`config.mk`:
```
export PLATFORM = sky130hd
export DESIGN_NAME = jt49_period_meas
export DESIGN_NICKNAME = d
export VERILOG_FILES = /design/src/rtl/jt49_period_meas.sv
export SDC_FILE = /design/constraint.sdc
export NUM_CORES = 1
export LEC_CHECK = 0
export ABC_CLOCK_PERIOD_IN_PS = 2100
export CAP_MARGIN = 20
export CORE_MARGIN = 2
export CORE_UTILIZATION = 30
export CTS_BUF_LIST = sky130_fd_sc_hd__clkbuf_8 sky130_fd_sc_hd__clkbuf_16
export DETAILED_ROUTE_END_ITERATION = 6
export RECOVER_POWER = 50
export SKIP_CTS_REPAIR_TIMING = 1
export SLEW_MARGIN = 0
export SYNTH_ARGS = -nofsm -noshare
export SYNTH_HDL_FRONTEND = slang
export SYNTH_SLANG_ARGS = --single-unit
```
`constraint.sdc`:
```
create_clock -name clk -period 2.1 [get_ports clk]
set_input_delay 0.63 -clock clk [delete_from_list [all_inputs] [get_ports clk]]
set_output_delay 0.63 -clock clk [all_outputs]
set_load 0.05 [all_outputs]
```
`src/rtl/jt49_period_meas.sv`:
```
// jt49_period_meas: measures the interval between toggles of a square wave,
// in cen ticks. It is the inverse of the jt49 tone/noise/envelope divider:
// a divider programmed with period P toggles every P ticks, so this block
// reports P. Both edges of sq count as toggles.
//
// Optional feature (macro JT49_PMEAS_DUTY_EN): adds high_time/low_time,
// which report the interval that ended on a falling or rising edge.
module jt49_period_meas #(
  parameter int W     = 12,
  parameter int LOCKN = 2
) (
  input  logic         clk,
  input  logic         rst_n,
  input  logic         cen,
  input  logic         clr,
  input  logic         sq,
  output logic [W-1:0] period,
  output logic         valid,
  output logic         locked,
  output logic         timeout
`ifdef JT49_PMEAS_DUTY_EN
  ,
  output logic [W-1:0] high_time,
  output logic [W-1:0] low_time
`endif
);

  typedef enum logic [1:0] {
    ST_PRIME,
    ST_WAIT,
    ST_RUN
  } state_t;

  localparam logic [W-1:0] CNT_MAX  = '1;
  localparam logic [3:0]   LOCK_TGT = 4'(LOCKN);

  state_t       state, state_nx;
  logic [W-1:0] cnt, cnt_nx;
  logic         sq_prev, sq_prev_nx;
  logic [3:0]   match, match_nx, match_new;
  logic [W-1:0] period_nx;
  logic         valid_nx, locked_nx, timeout_nx;
  logic         edge_det;
`ifdef JT49_PMEAS_DUTY_EN
  logic [W-1:0] high_time_nx, low_time_nx;
`endif

  assign edge_det = sq ^ sq_prev;

  // Next-state and next-output logic; clr overrides every cen-tick event.
  always_comb begin
    state_nx     = state;
    cnt_nx       = cnt;
    sq_prev_nx   = sq_prev;
    match_nx     = match;
    match_new    = match;
    period_nx    = period;
    valid_nx     = 1'b0;
    locked_nx    = locked;
    timeout_nx   = timeout;
`ifdef JT49_PMEAS_DUTY_EN
    high_time_nx = high_time;
    low_time_nx  = low_time;
`endif
    if (clr) begin
      state_nx     = ST_PRIME;
      cnt_nx       = '0;
      sq_prev_nx   = 1'b0;
      match_nx     = '0;
      period_nx    = '0;
      locked_nx    = 1'b0;
      timeout_nx   = 1'b0;
`ifdef JT49_PMEAS_DUTY_EN
      high_time_nx = '0;
      low_time_nx  = '0;
`endif
    end else if (cen) begin
      sq_prev_nx = sq;
      case (state)
        ST_PRIME: begin
          // Only captures the reference level; no edge can be seen yet.
          state_nx = ST_WAIT;
          cnt_nx   = W'(1);
        end
        ST_WAIT, ST_RUN: begin
          if (edge_det) begin
            state_nx   = ST_RUN;
            cnt_nx     = W'(1);
            timeout_nx = 1'b0;
            if (state == ST_RUN) begin
              // A full interval between two edges has been measured.
              if (cnt == period) begin
                if (match < LOCK_TGT) match_new = match + 4'd1;
              end else begin
                match_new = 4'd1;
              end
              match_nx  = match_new;
              locked_nx = (match_new >= LOCK_TGT);
              period_nx = cnt;
              valid_nx  = 1'b1;
`ifdef JT49_PMEAS_DUTY_EN
              if (!sq) high_time_nx = cnt;
              else     low_time_nx  = cnt;
`endif
            end
          end else if (cnt == CNT_MAX) begin
            // Saturated without an edge: report once, then hold silent.
            if (!timeout) begin
              state_nx     = ST_WAIT;
              period_nx    = '0;
              timeout_nx   = 1'b1;
              valid_nx     = 1'b1;
              locked_nx    = 1'b0;
              match_nx     = '0;
`ifdef JT49_PMEAS_DUTY_EN
              high_time_nx = '0;
              low_time_nx  = '0;
`endif
            end
          end else begin
            cnt_nx = cnt + 1'b1;
          end
        end
        default: state_nx = ST_PRIME;
      endcase
    end
  end

  // State and output registers.
  always_ff @(posedge clk or negedge rst_n) begin
    if (!rst_n) begin
      state     <= ST_PRIME;
      cnt       <= '0;
      sq_prev   <= 1'b0;
      match     <= '0;
      period    <= '0;
      valid     <= 1'b0;
      locked    <= 1'b0;
      timeout   <= 1'b0;
`ifdef JT49_PMEAS_DUTY_EN
      high_time <= '0;
      low_time  <= '0;
`endif
    end else begin
      state     <= state_nx;
      cnt       <= cnt_nx;
      sq_prev   <= sq_prev_nx;
      match     <= match_nx;
      period    <= period_nx;
      valid     <= valid_nx;
      locked    <= locked_nx;
      timeout   <= timeout_nx;
`ifdef JT49_PMEAS_DUTY_EN
      high_time <= high_time_nx;
      low_time  <= low_time_nx;
`endif
    end
  end

endmodule

```
==> flow_summary_export.csv <==
group,metric,value,unit
route,wl,4.48,mm
synth,yosys_warnings,0,
synth,ys_types,51,
setup_path,cp-startpoint,"clr",
pwr,p_int,1400,uW
worst_hold_path,holdPathStages,1,
place,port_buffers,19,
synth,synthArstFlopShare,100,%
setup_path,cp-start-kind,"input port",
synth,synth_ff_type,"dfrtp_1",
sta,finalHoldViolations,0,
setup_path,path_depth,6,
place,dp_slack,-0.193,ns
place,routabilityCongestion,0.835,
synth,yosysSeqAreaShare,42.2,%
sta,max_freq,0.500,GHz
pwr,seqPwrFrac,35.2,%
setup_path,max_stage_delay,0.65,ns
layout,num_antenna_cells,0,
place,dp.final_hpwl,3.28,mm
worst_hold_path,hold_path.class,"reg2reg",
sta,tightest_slew,0.869,ns
sta,slew_headroom,42.1,%
synth,synthMostInstantiatedCell,"dfrtp_1",
route,final_antenna_net_count,0,
synth,synthCells,195,
setup_path,criticalPathCategory,"in2reg",
pwr,swShare,29.0,%
sta,slew_viol_final,0,
setup_path,timing.rr.start,"state[1]",
synth,synth-edff-count,0,
setup_path,worstReg2RegEnd,"cnt[9]",
layout,drive_gt1_share,25.1,%
grt,grt-ovfl-total,0,
layout,nFillCells,656,
pwr,peakVddDrop,0.000303,V
pwr,combPwrFrac,27.1,%
clocking,cts.clk_slew.worst_paths,0.08,ns
route,dr_total_vias,1669,
setup_path,cp_slowest_cell,"clkdlybuf4s50_1",
floorplan,die_h,86.0,um
grt,grt_pass1_vias,1579,
setup_path,cp-end-kind,"flip-flop",
clocking,cts_made_buffers,5,
grt,grtUsageTotal,13.0,%
job,cap_violations,0,
floorplan,die_area,7400,um^2
status,status,"complete, no violations",
sta,fin_ws,0.100,ns
synth,synth_nets,205,
setup_path,worstPathArrival,2.16,ns
synth,netlist_area,2020,um^2
clocking,clkSinkCount,34,
route,drc,0,
grt,grt_max_degree,35,
synth,synth_area_leaders,"dfrtp_1 42%, a22o_1 5.6%, xor2_1 5.6%, a21oi_1 3.5%, ha_1 3.1%",
route,post_drt_via_cell_ratio,5.28,
pwr,p_sw,572,uW
grt,antenna_found_initial,0,
clocking,clockBufferDepth,2,
synth,synth.avg_cell_area,10.3,um^2
floorplan,fp-row-count,29,
setup_path,cp_num_buf_inv,3,
synth,ys_ff_latch,34,
setup_path,reg2reg_setup_slack,0.15,ns
sta,setup_tns,0,ns
setup_path,path_max_fanout,8,
sta,final-setup-viol-count,0,
floorplan,coreArea,6420,um^2
synth,synth_largest_area_cell,"dfrtp_1",
setup_path,cpLargestDelayFamily,"buffers and inverters",
sta,final.setup_skew,0.00878,ns
clocking,clockRootBuffer,"clkbuf_8",
sta,period_share,95.2,%
clocking,cts_tree,"yes",
grt,grt_pass1_wl,7.61,mm
floorplan,ios,20,
setup_path,crit_end,"cnt[3]",
setup_path,critical_path.cell_chain,"clkdlybuf4s50_1, buf_4, nor3_2, buf_4, nor2_1, a21oi_1",
route,wire_per_inst,14.2,um
route,drtIter0Drc,97,
sta,hold_slack,0.502,ns
setup_path,reg2reg_depth,6,
pwr,p_per_area,771,nW/um^2
setup_path,required,2.26,ns
clocking,cts_htree_levels,2,
sta,finalCriticalPeriod,2.00,ns
pwr,leakage,0.00118,uW
synth,synth_top_area_share,42.2,%
pwr,clkPwrFrac,37.7,%
floorplan,start_util,31.4,%
layout,area_growth,26.7,%
synth,synth_common_cells,"34 x dfrtp_1, 14 x a21oi_1, 13 x a22o_1, 13 x xor2_1, 9 x nor2_1",
clocking,insertion_delay,0.29,ns
floorplan,die_w,86.0,um
setup_path,timing.critical_path.mode_cell,"buf_4",
route,firstDrtPassIters,4,
layout,nNetsFinal,248,
registers in the layout, indices dropped and copies added, names as in the netlist:
name and flops:
cnt 12, period 12, match 4, state 2, locked 1, sq_prev 1
timeout 1, valid 1
how the worst min path moves through the flow:
stage / from / endpoint
CTS: locked / locked
global placement: locked / locked
finish: locked / locked
floorplan: rst_n / cnt[0]
detailed placement: locked / locked
global route: match[3] / match[3]
metal layers:
metal,global-route usage [%],share of wire [%],vias to the layer above
met2,20.1,46,25
met4,3.46,0.78,0
met3,3.95,4.0,4
met1,17.5,49,809
li1,-,-,831
met5,0,0,-
through the flow:
stage               utilization [%]  std cells  power, uW  cell area [um^2]
CTS                            39.8        316       1970              2560
global route                   39.8        316       2090              2560
global placement               37.7        308       1220              2420
floorplan                         -        195        983              2020
detailed placement             37.7        308       1220              2420
finish                         39.8        316       1970              2560
power by group through the flow:
| stage | logic [uW] | registers (uW) | clock network, uW |
|---|---|---|---|
| 3_5_place_dp | 515 | 706 | 0 |
| 3_3_place_gp | 514 | 705 | 0 |
| 6_report | 534 | 693 | 744 |
| 2_1_floorplan | 272 | 711 | 0 |
| 5_1_grt | 596 | 698 | 797 |
| 4_1_cts | 519 | 693 | 758 |
placed cells by master (no fill, tap or decap), drive strengths merged, types with 2 or more instances in the layout:
cell type      count
nor4b              2
nand2              6
o31ai              3
o22ai              5
clkbuf            12
xor2              13
and3               2
or3                6
or4                3
nor4               6
mux2i              2
o211ai             2
nor2               9
a22o              13
and4               4
dfrtp             34
inv                9
clkdlybuf4s50      3
o22a               2
nand4              5
nor3               8
bufinv             2
ha                 5
a21oi             14
o21ba              2
o21a               2
o2111ai            2
o21ai              6
buf               37
nand3              6
layout make-up:
cell class	count	area, um^2	share of cell area, %
Multi-Input combinational cell	140	1080	42.2
Sequential cell	34	851	33.3
Tap cell	77	96.3	3.77
Clock inverter	3	68.8	2.69
Clock buffer	5	68.8	2.69
Inverter	9	33.8	1.32
Timing Repair Buffer	48	358	14.0
worst reg2reg max path, stage by stage, from the launching register on:
cell,delay [ns]
dfrtp_1,0.37
inv_1,0.09
ha_2,0.40
o21a_1,0.26
o2111ai_2,0.18
or4_1,0.44
a21oi_1,0.15
kinds of logic after synthesis:
| group | share of synthesized area [%] |
|---|---|
| compound gates | 21.0 |
| xor+xnor | 6.08 |
| fa+ha+maj | 3.10 |
| buf+inv | 5.40 |
| flops | 42.2 |
| mux | 1.55 |
| simple gates | 20.7 |
(Power assumes the default switching activity.)
